**config.mk**
```make
export PLATFORM = sky130hd
export DESIGN_NAME = ram_access_arbiter
export DESIGN_NICKNAME = d
export VERILOG_FILES = /design/src/rtl/ram_arb_pkg.sv /design/src/rtl/ram_arb_rr.sv /design/src/rtl/ram_access_arbiter.sv
export SDC_FILE = /design/constraint.sdc
export NUM_CORES = 1
export LEC_CHECK = 0
export ABC_AREA = 1
export CAP_MARGIN = 20
export CELL_PAD_IN_SITES_DETAIL_PLACEMENT = 0
export CELL_PAD_IN_SITES_GLOBAL_PLACEMENT = 1
export CORE_MARGIN = 5
export CORE_UTILIZATION = 29
export CTS_CLUSTER_DIAMETER = 50
export DETAILED_ROUTE_END_ITERATION = 8
export GPL_TIMING_DRIVEN = 0
export PLACE_DENSITY_LB_ADDON = 0.1
export SLEW_MARGIN = 20
export SYNTH_ARGS = -nofsm -noshare
export SYNTH_HDL_FRONTEND = slang
export SYNTH_SLANG_ARGS = --single-unit
```
**constraint.sdc**
```tcl
create_clock -name clk -period 3.4 [get_ports clk]
set_clock_uncertainty 0.05 [all_clocks]
set_input_delay 0.68 -clock clk [delete_from_list [all_inputs] [get_ports clk]]
set_output_delay 0.68 -clock clk [all_outputs]
set_load 0.005 [all_outputs]
```
**src/rtl/ram_arb_pkg.sv**
```systemverilog
// ram_arb_pkg
// Shared types and constants for the RAM access arbiter.
//   state_t            : arbiter FSM state encoding
//   PORT_DMA/PORT_CPU  : requester identifiers used for grant bookkeeping
//   DEFAULT_IDLE_ADDR  : parked address (misaligned, so memory does nothing)
//   ALIGN_BITS         : number of low address bits that must be zero
//   is_misaligned()    : alignment test on the low address bits
package ram_arb_pkg;

    typedef enum logic [1:0] {
        IDLE    = 2'd0,
        ISSUE   = 2'd1,
        CAPTURE = 2'd2,
        RESP    = 2'd3
    } state_t;

    localparam logic PORT_DMA = 1'b0;
    localparam logic PORT_CPU = 1'b1;

    localparam logic [63:0] DEFAULT_IDLE_ADDR = 64'h1;

    localparam int ALIGN_BITS = 5;

    // Addresses are bit indices: a 32-bit word starts on a multiple of 32.
    function automatic logic is_misaligned(input logic [ALIGN_BITS-1:0] low_bits);
        return |low_bits;
    endfunction

endpackage

```
**src/rtl/ram_arb_rr.sv**
```systemverilog
// ram_arb_rr
// Two-way round-robin picker between the DMA and CPU requesters.
// Purely combinational; the caller owns the last_grant register.
// Ports:
//   dma_req     in  : DMA request
//   cpu_req     in  : CPU request
//   last_grant  in  : port granted most recently (PORT_DMA / PORT_CPU)
//   grant_valid out : at least one request is pending
//   grant_id    out : port to grant (meaningful only with grant_valid)
module ram_arb_rr
    import ram_arb_pkg::*;
(
    input  logic dma_req,
    input  logic cpu_req,
    input  logic last_grant,
    output logic grant_valid,
    output logic grant_id
);

    always_comb begin
        grant_valid = dma_req | cpu_req;
        grant_id    = PORT_DMA;
        if (dma_req && cpu_req) begin
            // Tie: the port that did not win last time goes first.
            grant_id = (last_grant == PORT_DMA) ? PORT_CPU : PORT_DMA;
        end else if (cpu_req) begin
            grant_id = PORT_CPU;
        end
    end

endmodule

```
**src/rtl/ram_access_arbiter.sv**
```systemverilog
// ram_access_arbiter
// Shares one address-triggered memory port between the DMA engine and the
// CPU register path. Each access drives the address for one cycle, captures
// read data, then parks the address at IDLE_ADDR so the next access (even to
// the same address) produces an address change. All outputs are registered.
//
// Optional feature macro: RAM_ARB_GRANT_CNT_EN
//   defined   : saturating per-port grant counters on dma/cpu_grant_cnt
//   undefined : counter outputs tied to zero, no counter registers
//
// Ports:
//   clk, reset                 : clock (rising edge), synchronous active-high reset
//   dma_req/we/addr/wdata      : DMA command (req held until dma_ack)
//   dma_ack/rdata/err          : DMA one-cycle response
//   cpu_req/we/addr/wdata      : CPU command (req held until cpu_ack)
//   cpu_ack/rdata/err          : CPU one-cycle response
//   mem_address/data_in/write  : memory command
//   mem_data_out               : memory read data
//   busy                       : FSM outside IDLE
//   dma_grant_cnt/cpu_grant_cnt: grant counters (optional feature)
//
// state   | meaning
// --------+---------------------------------------------------------------
// IDLE    | parked; sample requests, pick winner, latch command
// ISSUE   | winner's address/data/write on the memory port for one cycle
// CAPTURE | read data latched, memory port parked again
// RESP    | one-cycle ack (with rdata/err) to the granted port
module ram_access_arbiter
    import ram_arb_pkg::*;
#(
    parameter int                ADDR_W    = 64,
    parameter int                DATA_W    = 32,
    parameter logic [ADDR_W-1:0] IDLE_ADDR = ADDR_W'(DEFAULT_IDLE_ADDR),
    parameter int                CNT_W     = 16
) (
    input  logic              clk,
    input  logic              reset,

    input  logic              dma_req,
    input  logic              dma_we,
    input  logic [ADDR_W-1:0] dma_addr,
    input  logic [DATA_W-1:0] dma_wdata,
    output logic              dma_ack,
    output logic [DATA_W-1:0] dma_rdata,
    output logic              dma_err,

    input  logic              cpu_req,
    input  logic              cpu_we,
    input  logic [ADDR_W-1:0] cpu_addr,
    input  logic [DATA_W-1:0] cpu_wdata,
    output logic              cpu_ack,
    output logic [DATA_W-1:0] cpu_rdata,
    output logic              cpu_err,

    output logic [ADDR_W-1:0] mem_address,
    output logic [DATA_W-1:0] mem_data_in,
    output logic              mem_write,
    input  logic [DATA_W-1:0] mem_data_out,

    output logic              busy,
    output logic [CNT_W-1:0]  dma_grant_cnt,
    output logic [CNT_W-1:0]  cpu_grant_cnt
);

    state_t state, state_nxt;

    logic grant_valid;
    logic grant_id;
    logic last_grant, last_grant_nxt;
    logic cmd_port,   cmd_port_nxt;
    logic cmd_we,     cmd_we_nxt;

    logic [DATA_W-1:0] resp_rdata, resp_rdata_nxt;

    logic              sel_we;
    logic [ADDR_W-1:0] sel_addr;
    logic [DATA_W-1:0] sel_wdata;
    logic              sel_misaligned;

    logic [ADDR_W-1:0] mem_address_nxt;
    logic [DATA_W-1:0] mem_data_in_nxt;
    logic              mem_write_nxt;
    logic              dma_ack_nxt, cpu_ack_nxt;
    logic              dma_err_nxt, cpu_err_nxt;
    logic [DATA_W-1:0] dma_rdata_nxt, cpu_rdata_nxt;
    logic              busy_nxt;

    logic              resp_fire;
    logic              resp_port;
    logic              resp_err;
    logic [DATA_W-1:0] resp_data;

    ram_arb_rr u_rr (
        .dma_req     (dma_req),
        .cpu_req     (cpu_req),
        .last_grant  (last_grant),
        .grant_valid (grant_valid),
        .grant_id    (grant_id)
    );

    // Winner's command, muxed straight from the request ports.
    always_comb begin
        if (grant_id == PORT_DMA) begin
            sel_we    = dma_we;
            sel_addr  = dma_addr;
            sel_wdata = dma_wdata;
        end else begin
            sel_we    = cpu_we;
            sel_addr  = cpu_addr;
            sel_wdata = cpu_wdata;
        end
        sel_misaligned = is_misaligned(sel_addr[ALIGN_BITS-1:0]);
    end

    // State register
    always_ff @(posedge clk) begin
        if (reset) begin
            state <= IDLE;
        end else begin
            state <= state_nxt;
        end
    end

    // Next-state logic
    always_comb begin
        state_nxt = state;
        case (state)
            IDLE: begin
                if (grant_valid) begin
                    state_nxt = sel_misaligned ? RESP : ISSUE;
                end
            end
            ISSUE:   state_nxt = CAPTURE;
            CAPTURE: state_nxt = RESP;
            RESP:    state_nxt = IDLE;
            default: state_nxt = IDLE;
        endcase
    end

    // Output logic: next values of the registered outputs and command latches.
    always_comb begin
        mem_address_nxt = mem_address;
        mem_data_in_nxt = mem_data_in;
        mem_write_nxt   = mem_write;
        last_grant_nxt  = last_grant;
        cmd_port_nxt    = cmd_port;
        cmd_we_nxt      = cmd_we;
        resp_rdata_nxt  = resp_rdata;

        resp_fire = 1'b0;
        resp_port = cmd_port;
        resp_err  = 1'b0;
        resp_data = '0;

        case (state)
            IDLE: begin
                if (grant_valid) begin
                    last_grant_nxt = grant_id;
                    cmd_port_nxt   = grant_id;
                    cmd_we_nxt     = sel_we;
                    resp_rdata_nxt = '0;
                    if (sel_misaligned) begin
                        // Memory is never touched; answer straight away.
                        resp_fire = 1'b1;
                        resp_port = grant_id;
                        resp_err  = 1'b1;
                    end else begin
                        mem_address_nxt = sel_addr;
                        mem_write_nxt   = sel_we;
                        mem_data_in_nxt = sel_wdata;
                    end
                end
            end
            ISSUE: begin
                // Memory has evaluated the address change during ISSUE; grab
                // its result and park the port on the same edge.
                mem_address_nxt = IDLE_ADDR;
                mem_write_nxt   = 1'b0;
                mem_data_in_nxt = '0;
                resp_rdata_nxt  = cmd_we ? '0 : mem_data_out;
            end
            CAPTURE: begin
                resp_fire = 1'b1;
                resp_port = cmd_port;
                resp_data = resp_rdata;
            end
            default: begin
            end
        endcase

        dma_ack_nxt   = 1'b0;
        dma_err_nxt   = 1'b0;
        dma_rdata_nxt = '0;
        cpu_ack_nxt   = 1'b0;
        cpu_err_nxt   = 1'b0;
        cpu_rdata_nxt = '0;
        if (resp_fire) begin
            if (resp_port == PORT_DMA) begin
                dma_ack_nxt   = 1'b1;
                dma_err_nxt   = resp_err;
                dma_rdata_nxt = resp_data;
            end else begin
                cpu_ack_nxt   = 1'b1;
                cpu_err_nxt   = resp_err;
                cpu_rdata_nxt = resp_data;
            end
        end

        busy_nxt = (state_nxt != IDLE);
    end

    always_ff @(posedge clk) begin
        if (reset) begin
            mem_address <= IDLE_ADDR;
            mem_data_in <= '0;
            mem_write   <= 1'b0;
            dma_ack     <= 1'b0;
            dma_err     <= 1'b0;
            dma_rdata   <= '0;
            cpu_ack     <= 1'b0;
            cpu_err     <= 1'b0;
            cpu_rdata   <= '0;
            busy        <= 1'b0;
            last_grant  <= PORT_CPU;
            cmd_port    <= PORT_DMA;
            cmd_we      <= 1'b0;
            resp_rdata  <= '0;
        end else begin
            mem_address <= mem_address_nxt;
            mem_data_in <= mem_data_in_nxt;
            mem_write   <= mem_write_nxt;
            dma_ack     <= dma_ack_nxt;
            dma_err     <= dma_err_nxt;
            dma_rdata   <= dma_rdata_nxt;
            cpu_ack     <= cpu_ack_nxt;
            cpu_err     <= cpu_err_nxt;
            cpu_rdata   <= cpu_rdata_nxt;
            busy        <= busy_nxt;
            last_grant  <= last_grant_nxt;
            cmd_port    <= cmd_port_nxt;
            cmd_we      <= cmd_we_nxt;
            resp_rdata  <= resp_rdata_nxt;
        end
    end

`ifdef RAM_ARB_GRANT_CNT_EN
    logic [CNT_W-1:0] dma_cnt;
    logic [CNT_W-1:0] cpu_cnt;

    // Counts every grant, misaligned ones included; saturates at all-ones.
    always_ff @(posedge clk) begin
        if (reset) begin
            dma_cnt <= '0;
            cpu_cnt <= '0;
        end else if (state == IDLE && grant_valid) begin
            if (grant_id == PORT_DMA) begin
                if (dma_cnt != '1) dma_cnt <= dma_cnt + 1'b1;
            end else begin
                if (cpu_cnt != '1) cpu_cnt <= cpu_cnt + 1'b1;
            end
        end
    end

    assign dma_grant_cnt = dma_cnt;
    assign cpu_grant_cnt = cpu_cnt;
`else
    assign dma_grant_cnt = '0;
    assign cpu_grant_cnt = '0;
`endif

endmodule
```
==> results of run 1 <==
-- layer usage --
metal / up-vias / share of wire (%)
met4: 6 / 2.7
met1: 4191 / 41
met3: 62 / 8.7
met5: - / 0.15
li1: 4754 / -
met2: 293 / 48
-- cells by family after synthesis --
kind of cell | share of synthesized area [%]
flip-flops | 47.3
AO/OA/AOI/OAI | 11.2
buffers and inverters | 9.71
adder cells (fa/ha/maj) | 0.437
AND/OR/NAND/NOR | 31.3
other | 0.0436
multiplexers | 0.116
-- synthesized netlist by cell type, types with 2 or more instances --
cell type	count
a21oi_1	74
buf_1	9
buf_2	17
buf_4	43
buf_6	9
clkbuf_1	42
dfxtp_1	203
ha_1	3
inv_1	31
inv_2	3
nand2_1	208
nand2_2	5
nand3_1	62
nand3b_1	2
nor2_1	401
o21ai_0	112
o21ai_1	4
-- path summary, 6_finish.rpt --
path         slack [ns]           start         endpoint  cells past startpoint
max                0.81         cpu_req  mem_address[13]                      9
min                0.38  mem_address[3]   mem_address[3]                      2
max reg2reg        1.00        state[1]  mem_address[62]                      9
min reg2reg        0.38  mem_address[3]   mem_address[3]                      2
-- stage by stage --
| stage | cells | total power, mW | utilization (%) | area, um2 |
|---|---|---|---|---|
| floorplan | 1267 | 4.23 | - | 8710 |
| global placement | 2052 | 5.40 | 44.6 | 13200 |
| detailed placement | 2052 | 5.42 | 44.6 | 13200 |
| CTS | 2109 | 8.49 | 48.0 | 14100 |
| global route | 2111 | 8.88 | 48.0 | 14100 |
| finish | 2111 | 8.36 | 48.0 | 14100 |
-- critical path, cell delays in order --
cell             delay (ns)
clkdlybuf4s50_1        0.61
nand2_2                0.21
inv_1                  0.22
buf_2                  0.39
clkbuf_1               0.40
nand2_1                0.10
a21oi_1                0.17
o21ai_0                0.12
nor2_1                 0.11
-- registers in the layout (all words and copies together), names as in the netlist, 2 cells and up --
name and count:
state 2, cpu_rdata 32, mem_address 64, dma_rdata 32, resp_rdata 32, mem_data_in 32
-- final cells by class --
type                            count  area, um2
Multi-Input combinational cell    909       3810
Fill cell                        3014      15300
Buffer                            120        701
Timing Repair Buffer              395       3950
Tap cell                          390        488
Inverter                           35        134
Clock inverter                     21        175
Antenna cell                        2       5.00
Clock buffer                       36        815
Sequential cell                   203       4060
-- power by group --
group | switching (mW) | total [mW] | internal, mW
sequential | 0.148 | 2.84 | 2.70
clock | 1.21 | 3.02 | 1.81
combinational | 1.41 | 2.50 | 1.09
total | 2.76 | 8.36 | 5.59
==> flow_summary.toml, run 1 <==
[final_layout]
syn_to_final_growth_pct = 64.6
final_common_cell = "nor2_1"
drive_gt1_share_pct = 7.91
final_cell_mix = "401 x nor2_1, 395 x clkdlybuf4s50_1, 208 x nand2_1"
layout.nets = 1928

[worst_setup_path]
crit_arrival_ns = 3.02
crit_required_ns = 3.82
critPathLaunchType = "input pin"
cp_max_fo = 10
end_kind = "flip-flop"
critical_path_class = "in -> reg"

[route]
first_iter_violations = 350
ant_nets = 0
vias = 9306
drc = 0
routed_wl_mm = 35.9
post_drt_via_cell_ratio = 4.41
firstDrtPassIters = 4
wl_per_cell_um = 17.0

[global_route]
top_usage_layer = "met2"
antenna_found_initial = 6
grt_max_degree = 16
use_met2_pct = 35.2
overflow = 0
use_met3_pct = 7.02
groute.usage.overall_pct = 20.4
grtUsageMet1_pct = 24.1
grt_pass1_wl_mm = 53.3
grt_pass1_vias = 9137

[clock_network]
clock_latency_ns = 0.55
clockBufferDepth = 3
cts_root_buf = "clkbuf_16"
post_cts_buffers = 0
ctsHoldBuffers = 0
cts.repair.resized = 0
clkTransAtPathRegs_ns = 0.05
cts_sinks = 203
cts_buffers = 31
htreeDepth = 1
cts_tree = "yes"

[logic_synthesis]
ys_top_cells_by_area = "dfxtp_1 47%, nor2_1 18%, nand2_1 9.1%, o21ai_0 6.5%, a21oi_1 4.3%"
syn_area_per_cell_um2 = 6.95
synth_largest_area_cell = "dfxtp_1"
synth_cell_types = 25
ys_seq_area_share_pct = 47.3
yosysWarnings = 0
syn_inst = 1236
synth-edff-count = 0
ys_seq_elements = 203
async_flop_share_pct = 0
ys.flop_type = "dfxtp_1"
syn_area_um2 = 8590
synth_top_area_share_pct = 47.3

[sta]
worst_slew_pin_slew_ns = 0.885
min_period_over_period_pct = 76.3
hold_slack_ns = 0.385
relSlewSlack_pct = 41.0
final_hold_viol_count = 0
period_needed_ns = 2.59
fmax_ghz = 0.386
rsz0062_at_grt = "no"
slew_viol_final = 0
setup_viol = 0
setup_tns_ns = 0
fin_ws_ns = 0.807

[floorplanning]
ioPinCount = 428
row_count = 63
die-area_um2 = 33200
core_region_area_um2 = 29500
die_w_um = 182
start_util_pct = 29.2
die_height_um = 182

[placed_design]
numPortBuffers = 395
place_ws_ns = 0.234
dp_hpwl_mm = 27.7
place_congestion = 0.881

[run]
max_cap_viol_count = 0

[power]
p_per_area_nw_per_um2 = 591
ir_drop_uv = 343
total_leakage_power_nw = 5.76

[status]
status = "complete, no violations"

[worst_hold_path]
min_path_type = "reg -> reg"
(Power assumes the default switching activity.)
==> run 2, diff against run 1 <==
--- a/config.mk
+++ b/config.mk
@@ -10,7 +10,7 @@
 export CELL_PAD_IN_SITES_DETAIL_PLACEMENT = 0
 export CELL_PAD_IN_SITES_GLOBAL_PLACEMENT = 1
 export CORE_MARGIN = 5
-export CORE_UTILIZATION = 29
+export CORE_UTILIZATION = 27
 export CTS_CLUSTER_DIAMETER = 50
 export DETAILED_ROUTE_END_ITERATION = 8
 export GPL_TIMING_DRIVEN = 0
==> constraint.sdc (replaced) <==
create_clock -name clk -period 2.6 [get_ports clk]
set_clock_uncertainty 0.05 [all_clocks]
set_input_delay 0.52 -clock clk [delete_from_list [all_inputs] [get_ports clk]]
set_output_delay 0.52 -clock clk [all_outputs]
set_load 0.005 [all_outputs]
==> flow_summary.toml, run 2 (same netlist as run 1, synthesis figures left out) <==
[global_route]
groute.usage.overall_pct = 19.6
grt_max_degree = 16
antenna_found_initial = 15
grt_pass1_vias = 9423
overflow = 0
grt_pass1_wl_mm = 54.9

[sta]
setup_tns_ns = 0
period_needed_ns = 2.33
min_period_over_period_pct = 89.6
fmax_ghz = 0.429
relSlewSlack_pct = 59.0
worst_slew_pin_slew_ns = 0.615
setup_viol = 0
fin_ws_ns = 0.270
hold_slack_ns = 0.388
slew_viol_final = 0
rsz0062_at_grt = "no"
final_hold_viol_count = 0

[route]
ant_nets = 0
vias = 9271
firstDrtPassIters = 5
first_iter_violations = 365
post_drt_via_cell_ratio = 4.37
wl_per_cell_um = 17.2
drc = 0
routed_wl_mm = 36.5

[worst_hold_path]
min_path_type = "reg -> reg"
hold_path_startpoint = "mem_address[3]"
hold_end = "mem_address[3]"
min_path_cells = 2

[final_layout]
drive_gt1_share_pct = 7.36
top_register = "mem_address"
syn_to_final_growth_pct = 64.6
final_common_cell = "nor2_1"
final_cell_mix = "401 x nor2_1, 395 x clkdlybuf4s50_1, 208 x nand2_1"
finalNonFillerCells = 2121
layout.nets = 1926
multi_input_area_um2 = 3810
fillCellCount = 3274
largest_register_ffs = 64
seqCellArea_um2 = 4060

[worst_setup_path]
r2r_cells = 11
critical_path_class = "in -> reg"
r2r_setup_slack_ns = 0.27
r2r-end = "mem_address[28]"
critical-path-slowest-cell = "clkdlybuf4s50_1"
critPathLaunchType = "input pin"
end_kind = "flip-flop"
path_cells = "clkdlybuf4s50_1 > nand2_2 > inv_1 > buf_2 > clkbuf_1 > nand2_1 > a21oi_1 > o21ai_0 > nor2_1"
cp_max_fo = 10
crit_arrival_ns = 2.74
regToRegStartpoint = "state[1]"
slowest_delay_ns = 0.60
critPathLaunch = "cpu_req"
crit_required_ns = 3.01

[floorplanning]
die_w_um = 188
die-area_um2 = 35500
core_region_area_um2 = 31500
die_height_um = 188
row_count = 65
ioPinCount = 428
start_util_pct = 27.3

[placed_design]
dp_hpwl_mm = 28.3
numPortBuffers = 395
dpl.cell_count = 2064
place_ws_ns = -0.343
place_congestion = 0.803

[power]
ir_drop_uv = 455
total_leakage_power_nw = 5.75
power_mw = 10.9
p_per_area_nw_per_um2 = 768

[clock_network]
ctsHoldBuffers = 0
clkTransAtPathRegs_ns = 0.05
cts_root_buf = "clkbuf_16"
htreeDepth = 1
cts_sinks = 203
cts_tree = "yes"
clockBufferDepth = 3
clock_latency_ns = 0.55
cts_buffers = 29

[status]
status = "complete, no violations"

[run]
max_cap_viol_count = 0
run 2: changes by cell type in the layout (fill, tap and decap cells not counted), sizes merged:
cell,change
buf,-1
bufinv,+2
clkbuf,+4
clkinv,-6
clkinvlp,-3
diode,+5
inv,-3
run 2: final cells by class:
class | instances | area share, %
Antenna cell | 7 | 0.124
Clock buffer | 39 | 5.61
Tap cell | 402 | 3.56
Buffer | 120 | 4.98
Clock inverter | 11 | 1.14
Timing Repair Buffer | 395 | 28.0
Multi-Input combinational cell | 909 | 27.0
Sequential cell | 203 | 28.7
Inverter | 35 | 0.947
run 2: repair_timing:
item,4_1_cts,5_1_grt
gates resized for setup,0,3
setup buffers,0,0
endpoints found under the setup margin,0,14
run 2: worst max-delay path: cells and delay by family:
family | cells | cell delay, ns
buffers and inverters | 4 | 1.53
and+or+nand+nor | 3 | 0.40
AOI/OAI and AO/OA | 2 | 0.29
run 2: metal layers:
metal	vias up	track usage [%]	part of all wire [%]
met5	-	0	0.30
met4	18	5.49	2.3
met3	63	7.30	8.6
met2	304	33.3	47
met1	4137	23.3	41
li1	4749	-	-
run 2: how the worst max path moves through the flow:
stage / endpoint / slack (ns) / depth (start not counted)
floorplan: dma_err / 0.83 / 10
global placement: mem_address[55] / -0.25 / 9
detailed placement: mem_address[13] / -0.34 / 9
CTS: mem_address[55] / 0.08 / 9
global route: mem_data_in[25] / 0.009 / 9
finish: mem_address[13] / 0.27 / 9
run 2: where the power goes:
part,switching (mW),internal [mW],leakage (nW)
Combinational,1.86,1.43,3.64
Sequential,0.191,3.53,1.65
Clock,1.42,2.44,0.460
run 2: per-stage QoR:
step,area [um2],utilization (%)
after floorplan,8710,-
final,14100,44.9
after global placement,13200,41.8
after detailed placement,13200,41.8
after CTS,14100,44.9
after global routing,14100,44.9
